File: config.mk
export PLATFORM = sky130hd
export DESIGN_NAME = flag_int_ctrl_flat
export DESIGN_NICKNAME = d
export VERILOG_FILES = /design/src/rtl/flag_int_ctrl_if.sv /design/src/rtl/flag_int_ctrl.sv /design/src/flat_wrapper.sv
export SDC_FILE = /design/constraint.sdc
export NUM_CORES = 1
export LEC_CHECK = 0
export CAP_MARGIN = 30
export CORE_AREA = 10 10 47 49
export DETAILED_ROUTE_END_ITERATION = 6
export DIE_AREA = 0 0 57 59
export PLACE_DENSITY_LB_ADDON = 0.2
export SYNTH_ARGS = -nofsm -noshare
export SYNTH_HDL_FRONTEND = slang
export SYNTH_SLANG_ARGS = --single-unit
File: constraint.sdc
create_clock -name clk -period 1.3 [get_ports clk]
set_clock_uncertainty 0.05 [all_clocks]
set_input_delay 0.26 -clock clk [delete_from_list [all_inputs] [get_ports clk]]
set_output_delay 0.26 -clock clk [all_outputs]
set_load 0.02 [all_outputs]
File: src/rtl/flag_int_ctrl_if.sv
// Flag/interrupt sequencer bus: control-unit strobes in, architectural flags and ISR status out.
// Registered outputs, one-cycle latency; no backpressure (strobes always accepted).
interface flag_int_if;
   logic fetch_bnd;
   logic alu_c;
   logic alu_z;
   logic c_ld;
   logic z_ld;
   logic c_set;
   logic c_clr;
   logic sei;
   logic cli;
   logic reti;
   logic irq;
   logic c_flag;
   logic z_flag;
   logic i_en;
   logic shad_c;
   logic shad_z;
   logic int_taken;
   logic in_isr;

   modport master (
      output fetch_bnd, alu_c, alu_z, c_ld, z_ld, c_set, c_clr, sei, cli, reti, irq,
      input  c_flag, z_flag, i_en, shad_c, shad_z, int_taken, in_isr
   );

   modport slave (
      input  fetch_bnd, alu_c, alu_z, c_ld, z_ld, c_set, c_clr, sei, cli, reti, irq,
      output c_flag, z_flag, i_en, shad_c, shad_z, int_taken, in_isr
   );
endinterface

File: src/rtl/flag_int_ctrl.sv
// C/Z/interrupt-enable write arbitration plus single-level interrupt entry/return FSM.
// All outputs registered, one-cycle latency from strobe; no backpressure.
module flag_int_ctrl (
   input  logic        clk,
   input  logic        rst_n,
   flag_int_if.slave   bus
);

   typedef enum logic [1:0] {
      RUN   = 2'd0,
      PEND  = 2'd1,
      ENTER = 2'd2,
      ISR   = 2'd3
   } state_t;

   state_t state;
   logic   c_q, z_q, ie_q, shad_c_q, shad_z_q, int_taken_q, in_isr_q;

   always_ff @(posedge clk or negedge rst_n) begin
      if (!rst_n) begin
         state       <= RUN;
         c_q         <= 1'b0;
         z_q         <= 1'b0;
         ie_q        <= 1'b0;
         shad_c_q    <= 1'b0;
         shad_z_q    <= 1'b0;
         int_taken_q <= 1'b0;
         in_isr_q    <= 1'b0;
      end else begin
         int_taken_q <= 1'b0;
         in_isr_q    <= 1'b0;
         case (state)
            ENTER: begin
               // Entry cycle owns the flags: snapshot, mask, ignore every strobe.
               shad_c_q <= c_q;
               shad_z_q <= z_q;
               ie_q     <= 1'b0;
               state    <= ISR;
               in_isr_q <= 1'b1;
            end
            ISR: begin
               if (bus.reti) begin
                  c_q   <= shad_c_q;
                  z_q   <= shad_z_q;
                  ie_q  <= 1'b1;
                  state <= RUN;
               end else begin
                  if (bus.c_clr)      c_q <= 1'b0;
                  else if (bus.c_set) c_q <= 1'b1;
                  else if (bus.c_ld)  c_q <= bus.alu_c;
                  if (bus.z_ld)       z_q <= bus.alu_z;
                  in_isr_q <= 1'b1;
               end
            end
            default: begin
               if (bus.c_clr)      c_q <= 1'b0;
               else if (bus.c_set) c_q <= 1'b1;
               else if (bus.c_ld)  c_q <= bus.alu_c;
               if (bus.z_ld)       z_q <= bus.alu_z;
               if (bus.cli)        ie_q <= 1'b0;
               else if (bus.sei)   ie_q <= 1'b1;

               if (state == RUN) begin
                  if (bus.irq && ie_q) state <= PEND;
               end else if (bus.cli) begin
                  state <= RUN;
               end else if (bus.fetch_bnd) begin
                  state       <= ENTER;
                  int_taken_q <= 1'b1;
               end
            end
         endcase
      end
   end

   assign bus.c_flag    = c_q;
   assign bus.z_flag    = z_q;
   assign bus.i_en      = ie_q;
   assign bus.shad_c    = shad_c_q;
   assign bus.shad_z    = shad_z_q;
   assign bus.int_taken = int_taken_q;
   assign bus.in_isr    = in_isr_q;

endmodule

File: src/flat_wrapper.sv
// flat-port wrapper written by rule: the top's interface ports become plain ports
module flag_int_ctrl_flat 
  (clk, rst_n, bus_fetch_bnd, bus_alu_c, bus_alu_z, bus_c_ld, bus_z_ld, bus_c_set, bus_c_clr, bus_sei, bus_cli, bus_reti, bus_irq, bus_c_flag, bus_z_flag, bus_i_en, bus_shad_c, bus_shad_z, bus_int_taken, bus_in_isr);
  flag_int_if bus_i ();
  input  logic clk;
  input  logic rst_n;
  input wire logic [$bits(bus_i.fetch_bnd)-1:0] bus_fetch_bnd;
  input wire logic [$bits(bus_i.alu_c)-1:0] bus_alu_c;
  input wire logic [$bits(bus_i.alu_z)-1:0] bus_alu_z;
  input wire logic [$bits(bus_i.c_ld)-1:0] bus_c_ld;
  input wire logic [$bits(bus_i.z_ld)-1:0] bus_z_ld;
  input wire logic [$bits(bus_i.c_set)-1:0] bus_c_set;
  input wire logic [$bits(bus_i.c_clr)-1:0] bus_c_clr;
  input wire logic [$bits(bus_i.sei)-1:0] bus_sei;
  input wire logic [$bits(bus_i.cli)-1:0] bus_cli;
  input wire logic [$bits(bus_i.reti)-1:0] bus_reti;
  input wire logic [$bits(bus_i.irq)-1:0] bus_irq;
  output wire logic [$bits(bus_i.c_flag)-1:0] bus_c_flag;
  output wire logic [$bits(bus_i.z_flag)-1:0] bus_z_flag;
  output wire logic [$bits(bus_i.i_en)-1:0] bus_i_en;
  output wire logic [$bits(bus_i.shad_c)-1:0] bus_shad_c;
  output wire logic [$bits(bus_i.shad_z)-1:0] bus_shad_z;
  output wire logic [$bits(bus_i.int_taken)-1:0] bus_int_taken;
  output wire logic [$bits(bus_i.in_isr)-1:0] bus_in_isr;
  assign bus_i.fetch_bnd = bus_fetch_bnd;
  assign bus_i.alu_c = bus_alu_c;
  assign bus_i.alu_z = bus_alu_z;
  assign bus_i.c_ld = bus_c_ld;
  assign bus_i.z_ld = bus_z_ld;
  assign bus_i.c_set = bus_c_set;
  assign bus_i.c_clr = bus_c_clr;
  assign bus_i.sei = bus_sei;
  assign bus_i.cli = bus_cli;
  assign bus_i.reti = bus_reti;
  assign bus_i.irq = bus_irq;
  assign bus_c_flag = bus_i.c_flag;
  assign bus_z_flag = bus_i.z_flag;
  assign bus_i_en = bus_i.i_en;
  assign bus_shad_c = bus_i.shad_c;
  assign bus_shad_z = bus_i.shad_z;
  assign bus_int_taken = bus_i.int_taken;
  assign bus_in_isr = bus_i.in_isr;
  flag_int_ctrl u_core (.clk(clk), .rst_n(rst_n), .bus(bus_i));
endmodule
==> results of run 1 <==
-- worst reg2reg max path, cell delays in order (launching register included) --
cell,delay [ns]
sky130_fd_sc_hd__dfrtp_1,0.45
sky130_fd_sc_hd__and2b_4,0.33
sky130_fd_sc_hd__mux2_4,0.30
-- cell type report --
type                            count  share of cell area [%]
Timing Repair Buffer               27                   34.92
Sequential cell                     9                   31.75
Tap cell                           16                   2.822
Clock buffer                        4                   3.704
Multi-Input combinational cell     25                   26.81
-- metal layers --
layer  global-route usage, %  part of all wire, %  up-vias
met1                   6.495                   44      167
li1                        -                    -      197
met5                       0                    0        -
met3                   5.365                   14        0
met4                   4.027                    0        0
met2                   8.992                   41       19
-- sequential cells by signal (all words and copies together) (netlist names) --
register	flops
u_core.bus.c_flag	1
u_core.bus.i_en	1
u_core.bus.in_isr	1
u_core.bus.int_taken	1
u_core.bus.shad_c	1
u_core.bus.shad_z	1
u_core.bus.z_flag	1
u_core.state	2
-- worst min-delay path by stage --
stage                       from           endpoint  slack (ns)
5_1_grt                    rst_n  u_core.bus.c_flag        0.27
3_5_place_dp   u_core.bus.z_flag  u_core.bus.z_flag        0.53
6_report                   rst_n    u_core.bus.i_en        0.26
4_1_cts                    rst_n  u_core.bus.shad_c        0.26
3_3_place_gp               rst_n  u_core.bus.in_isr        0.53
2_1_floorplan              rst_n  u_core.bus.c_flag       -0.09
-- power by group --
| group | leakage (nW) | internal, mW | switching (mW) |
|---|---|---|---|
| sequential | 0.114 | 0.399 | 0.0900 |
| combinational | 0.193 | 0.407 | 0.314 |
| clock | 0.0150 | 0.118 | 0.0879 |
-- through the flow --
stage	power [mW]	TNS [ns]	cell area, µm²	cells	setup slack [ns]
3_5_place_dp	1.271	-0.3798	685.7	77	-0.1782
5_1_grt	1.533	0	709.4	81	0.004762
2_1_floorplan	0.8897	0	422.9	35	0.1301
3_3_place_gp	1.270	-0.3863	685.7	77	-0.1601
4_1_cts	1.428	0	703.2	81	0.01384
6_report	1.416	0	709.4	81	0.05680
-- cell usage in the layout (no fill, tap or decap) --
master,n
sky130_fd_sc_hd__a211o_1,1
sky130_fd_sc_hd__a211oi_1,1
sky130_fd_sc_hd__a21boi_0,1
sky130_fd_sc_hd__a21oi_1,1
sky130_fd_sc_hd__a22oi_1,1
sky130_fd_sc_hd__and2b_4,1
sky130_fd_sc_hd__and3_4,1
sky130_fd_sc_hd__and4bb_2,1
sky130_fd_sc_hd__buf_4,8
sky130_fd_sc_hd__clkbuf_1,1
sky130_fd_sc_hd__clkbuf_4,3
sky130_fd_sc_hd__clkdlybuf4s15_1,5
sky130_fd_sc_hd__clkdlybuf4s50_1,12
sky130_fd_sc_hd__dfrtp_1,9
sky130_fd_sc_hd__dlygate4sd2_1,2
sky130_fd_sc_hd__mux2_4,2
sky130_fd_sc_hd__nand2_1,2
sky130_fd_sc_hd__nand2b_1,1
sky130_fd_sc_hd__nand4_1,1
sky130_fd_sc_hd__nor2_1,2
sky130_fd_sc_hd__nor2b_1,1
sky130_fd_sc_hd__nor3_1,1
sky130_fd_sc_hd__o211ai_1,2
sky130_fd_sc_hd__o21ai_0,1
sky130_fd_sc_hd__o21ai_2,1
sky130_fd_sc_hd__o31ai_1,1
sky130_fd_sc_hd__o41ai_1,1
sky130_fd_sc_hd__or2_2,1
-- cells by family after synthesis --
family | after synthesis | synth area share, %
mux | 2 | 7.101
flops | 9 | 53.26
compound gates | 11 | 19.23
simple gates | 12 | 18.64
buf+inv | 1 | 1.776
-- repair_timing --
| item | 4_1_cts | 5_1_grt |
|---|---|---|
| cloned | 0 | 0 |
| gates resized for setup | 7 | 5 |
| setup endpoints to repair | 7 | 5 |
| hold endpoints to repair | 0 | 0 |
==> flow_metrics.py, run 1 <==
metrics = {
    "job": {
        "max_cap_viol_count": 0,
    },
    "cells_and_area": {
        "multi_input_area_um2": 190.2,
        "drive_gt1_share_pct": 27.69,
        "area_delta_synth_final_pct": 67.75,
        "final_net_count": 79,
        "filler_cell_count": 144,
        "layout.core_utilization_pct": 50.63,
        "antenna_cells": 0,
        "ff_latch_area_um2": 225.2,
    },
    "timing": {
        "max_clock_freq_mhz": 804.4,
        "timing.final.max_slew_violations": 0,
        "timing.final.crit_share_pct": 95.63,
        "finalHoldViolations": 0,
        "rsz0062_at_grt": "no",
        "hold_ws_ns": 0.2560,
        "layout_min_cycle_time_ns": 1.243,
        "final-setup-viol-count": 0,
        "timing.slew.headroom_pct": 72.36,
        "worst_pin_slew_ns": 0.4133,
    },
    "detailed_routing": {
        "wire_per_inst_um": 12.68,
        "final_wl_um": 1027,
        "route.vias.total": 383,
        "first_iter_violations": 0,
        "detail_route.first_pass.iterations": 1,
        "antenna_left": 0,
        "detail_route.drc_violations": 0,
        "post_drt_via_cell_ratio": 4.728,
    },
    "floorplan": {
        "die_y_um": 59,
        "die-width_um": 57,
        "floorplan.die_area_mm2": 0.003363,
        "floorplan.rows": 14,
        "core_mm2": 0.001401,
        "effective_utilization_at_floorplan_pct": 30.18,
        "num_io_pins": 20,
    },
    "clock_tree": {
        "cts_num_sinks": 9,
        "cts_root_buffer": "sky130_fd_sc_hd__clkbuf_4",
        "clk_pin_slew_ns": 0.06,
        "tritoncts": "done",
        "ctsHtreeMaxLevel": 1,
        "postCtsSetupBuffers": 0,
        "post_cts_hold_buffer_count": 0,
        "clk_path_buf_depth": 2,
        "tritoncts.num_buffers": 3,
        "clkLatencyLatePin_ns": 0.25,
    },
    "global_routing": {
        "antenna_found_initial": 0,
        "vias_in_the_first_global_route": 400,
        "global_route.usage.total_pct": 6.469,
        "grt_start_max_net_pins": 10,
        "grt_overflow_total": 0,
        "global_route_wire_length_before_repair_um": 1697,
    },
    "critical_path": {
        "crit_chain": "and2b_4, mux2_4",
        "critPathLaunchType": "flop",
        "start_to_end_type_of_the_worst_setup_path": "flop to flop",
        "worst_path_max_delay_cell": "sky130_fd_sc_hd__dfrtp_1",
        "worst_case_register_to_register_setup_slack_ns": 0.06,
        "critical_r2r_launch": "u_core.state[0]",
        "critical_path_depth": 2,
        "critPathBufInv": 0,
        "critPathMaxStageDelay_ns": 0.45,
        "crit-reg2reg-capture": "u_core.bus.shad_z",
        "worst_setup_path_endpoint": "u_core.bus.shad_z",
        "worstSetupStartpoint": "u_core.state[0]",
        "worst_ep_arrival_time_ns": 1.33,
        "biggest_fanout_along_the_worst_timing_path": 8,
        "worstPathRequired_ns": 1.39,
        "critical_path.top_delay_family": "flip-flops",
        "worst-r2r-cell-count": 2,
        "worstSetupEndpointType": "flop",
    },
    "yosys": {
        "synth_cells": 35,
        "yosys.area.top_type_share_pct": 53.25,
        "synth_flop_cell": "sky130_fd_sc_hd__dfrtp_1",
        "postSynthRegisterBits": 9,
        "commonest_cells_post_synth": "9 x sky130_fd_sc_hd__dfrtp_1, 2 x sky130_fd_sc_hd__mux2_4, 2 x sky130_fd_sc_hd__nand2_1, 2 x sky130_fd_sc_hd__nor2_1, 2 x sky130_fd_sc_hd__o211ai_1",
        "synthTopCellsByArea": "sky130_fd_sc_hd__dfrtp_1 53%, sky130_fd_sc_hd__mux2_4 7.1%, sky130_fd_sc_hd__o211ai_1 3.6%",
        "ys_seq_area_share_pct": 53.25,
        "asyncSetResetFlopFracSynth_pct": 100.0,
        "synth-warning-count": 0,
        "synth_cell_types": 23,
        "synthesis.area_um2": 422.9,
        "synth_top_cell_by_area": "sky130_fd_sc_hd__dfrtp_1",
        "synthesis.nets": 48,
        "post_synthesis_average_cell_area_um2": 12.08,
        "yosysMostFrequentCell": "sky130_fd_sc_hd__dfrtp_1",
        "edff_count_synth": 0,
    },
    "place": {
        "buffer_ports.inserted": 19,
        "place.detailed.hpwl_um": 821.2,
        "gp_congestion": 0.6635,
    },
    "power": {
        "vdd_ir_drop_max_mv": 0.8633,
        "power.leakage_nw": 0.3219,
        "power_density_mw_per_mm2": 1996,
    },
    "hold_path": {
        "timing.hold.worst.class": "input port to asynchronous set/reset pin",
    },
    "run_status": {
        "outcome": "finished clean",
    },
}
Power figures use the tool's default switching activity.
==> run 2, diff against run 1 <==
--- a/config.mk
+++ b/config.mk
@@ -9,6 +9,7 @@
 export CORE_AREA = 10 10 47 49
 export DETAILED_ROUTE_END_ITERATION = 6
 export DIE_AREA = 0 0 57 59
+export HOLD_SLACK_MARGIN = 0.08
 export PLACE_DENSITY_LB_ADDON = 0.2
 export SYNTH_ARGS = -nofsm -noshare
 export SYNTH_HDL_FRONTEND = slang
==> results of run 2 <==
No change in the layout: final DEF, timing and power equal those of run 1.
==> run 3, diff against run 2 <==
--- a/config.mk
+++ b/config.mk
@@ -10,7 +10,7 @@
 export DETAILED_ROUTE_END_ITERATION = 6
 export DIE_AREA = 0 0 57 59
 export HOLD_SLACK_MARGIN = 0.08
-export PLACE_DENSITY_LB_ADDON = 0.2
+export PLACE_DENSITY = 0.66
 export SYNTH_ARGS = -nofsm -noshare
 export SYNTH_HDL_FRONTEND = slang
 export SYNTH_SLANG_ARGS = --single-unit
==> flow_metrics.py, run 3 (same netlist as run 1, synthesis figures left out) <==
metrics = {
    "hold_path": {
        "timing.hold.worst.class": "input port to asynchronous set/reset pin",
    },
    "timing": {
        "timing.final.max_slew_violations": 0,
        "timing.final.crit_share_pct": 97.00,
        "final-setup-viol-count": 0,
        "max_clock_freq_mhz": 793.0,
        "post-route-worst-setup-slack_ns": 0.03900,
        "timing.slew.headroom_pct": 72.63,
        "rsz0062_at_grt": "no",
        "hold_ws_ns": 0.2476,
        "worst_pin_slew_ns": 0.4092,
        "layout_min_cycle_time_ns": 1.261,
        "finalHoldViolations": 0,
    },
    "critical_path": {
        "critical_path_depth": 1,
        "biggest_fanout_along_the_worst_timing_path": 2,
        "critPathBufInv": 1,
        "worst_path_max_delay_cell": "sky130_fd_sc_hd__dfrtp_1",
        "worstPathRequired_ns": 0.99,
        "critPathLaunchType": "flop",
        "worstSetupStartpoint": "u_core.bus.shad_z",
        "crit_chain": "dlygate4sd2_1",
        "worst-r2r-cell-count": 2,
        "critical_path.top_delay_family": "flip-flops",
        "worst_case_register_to_register_setup_slack_ns": 0.11,
        "worst_setup_path_endpoint": "bus_shad_z",
        "start_to_end_type_of_the_worst_setup_path": "flop to output port",
        "crit-reg2reg-capture": "u_core.bus.shad_z",
        "worstSetupEndpointType": "output port",
        "critical_r2r_launch": "u_core.state[0]",
        "critPathMaxStageDelay_ns": 0.38,
        "worst_ep_arrival_time_ns": 0.95,
    },
    "detailed_routing": {
        "first_iter_violations": 3,
        "top_layer_used": "met4",
        "met2WireLength_um": 410,
        "antenna_left": 0,
        "wire_per_inst_um": 12.63,
        "final_wl_um": 1048,
        "route.layer.met1.wl_um": 463,
        "detail_route.first_pass.iterations": 4,
        "met3_length_um": 163,
        "detail_route.drc_violations": 0,
        "route.vias.total": 380,
        "post_drt_via_cell_ratio": 4.578,
    },
    "cells_and_area": {
        "finish.instance_area_um2": 721.9,
        "antenna_cells": 0,
        "largest-register": "u_core.state",
        "area_delta_synth_final_pct": 70.71,
        "largest_register_ffs": 2,
        "drive_gt1_share_pct": 31.34,
        "final_net_count": 81,
        "final_common_cell": "sky130_fd_sc_hd__clkdlybuf4s50_1",
        "layout.cells.most_common_list": "12 x sky130_fd_sc_hd__clkdlybuf4s50_1, 10 x sky130_fd_sc_hd__buf_4, 9 x sky130_fd_sc_hd__dfrtp_1",
        "layout.core_utilization_pct": 51.52,
    },
    "power": {
        "power.switching_fraction_pct": 35.45,
        "power_report.internal_total_mw": 0.9304,
        "share_comb_of_total_power_pct": 52.5,
        "power.leakage_nw": 0.3396,
        "power_density_mw_per_mm2": 1997,
        "net-switching-power_mw": 0.5109,
        "vdd_ir_drop_max_mv": 0.9999,
        "power.share.sequential_pct": 32.8,
        "total_power_mw": 1.441,
        "share_clk_of_total_power_pct": 14.7,
    },
    "global_routing": {
        "vias_in_the_first_global_route": 430,
        "global_route_wire_length_before_repair_um": 1807,
        "grt_overflow_total": 0,
        "grt_start_max_net_pins": 10,
        "global_route.usage.total_pct": 6.806,
        "antenna_found_initial": 0,
    },
    "run_status": {
        "outcome": "finished clean",
    },
    "clock_tree": {
        "tritoncts": "done",
        "cts_num_sinks": 9,
        "ctsHtreeMaxLevel": 1,
        "clk_path_buf_depth": 2,
        "clkLatencyLatePin_ns": 0.26,
        "tritoncts.num_buffers": 3,
        "clk_pin_slew_ns": 0.06,
        "cts_root_buffer": "sky130_fd_sc_hd__clkbuf_4",
        "post_cts_hold_buffer_count": 0,
    },
    "floorplan": {
        "die-width_um": 57,
        "effective_utilization_at_floorplan_pct": 30.18,
        "floorplan.rows": 14,
        "die_y_um": 59,
        "num_io_pins": 20,
        "floorplan.die_area_mm2": 0.003363,
        "core_mm2": 0.001401,
    },
    "job": {
        "max_cap_viol_count": 0,
    },
    "place": {
        "placement.setup.worst_slack_ns": -0.2082,
        "gp_congestion": 0.7100,
        "placed_area_um2": 700.7,
        "place.detailed.hpwl_um": 864.9,
        "buffer_ports.inserted": 19,
    },
}
## run 3: changes by cell type in the layout (fill, tap and decap cells not counted), sizes merged
cell           before  now
buf                 8   10
clkdlybuf4s15       5    2
dlygate4sd2         2    5
clkbuf              4    3
clkinv              0    1
## run 3: repair_timing
item	CTS	global route
resized for setup	7	2
setup endpoints to repair	7	2
buffers inserted	0	0
endpoints found under the hold margin	0	0
## run 3: stage by stage
stage / setup TNS, ns / std cells
after floorplan: 0 / 35
after global placement: -0.4433 / 79
after detailed placement: -0.5340 / 79
after CTS: 0 / 83
after global routing: 0 / 83
final: 0 / 83
## run 3: how the worst min path moves through the flow
stage / from / to / slack [ns] / cells after the start
5_1_grt: rst_n / u_core.bus.c_flag / 0.26 / 1
3_5_place_dp: u_core.state[0] / u_core.bus.in_isr / 0.53 / 1
6_report: rst_n / u_core.bus.z_flag / 0.25 / 1
4_1_cts: rst_n / u_core.bus.z_flag / 0.25 / 1
2_1_floorplan: rst_n / u_core.bus.c_flag / -0.09 / 0
3_3_place_gp: rst_n / u_core.state[0] / 0.53 / 1
## run 3: area by class of cell
class                   count  area (µm²)
clock inverters             1       5.005
flip-flops and latches      9       225.2
clock buffers               3       22.52
repair buffers             29       259.0
fillers                   150       679.4
multi-input cells          25       190.2
well taps                  16       20.02
## run 3: metal layers
layer / up-vias / GRT usage [%]
li1: 196 / -
met1: 165 / 7.195
met2: 17 / 9.457
met3: 2 / 3.863
met4: 0 / 6.040
met5: - / 0
## run 3: power groups by stage
stage / clock network [mW] / registers (mW) / logic, mW
2_1_floorplan: 0 / 0.593 / 0.296
3_3_place_gp: 0 / 0.479 / 0.819
3_5_place_dp: 0 / 0.481 / 0.823
4_1_cts: 0.223 / 0.473 / 0.765
5_1_grt: 0.235 / 0.493 / 0.833
6_report: 0.212 / 0.472 / 0.757
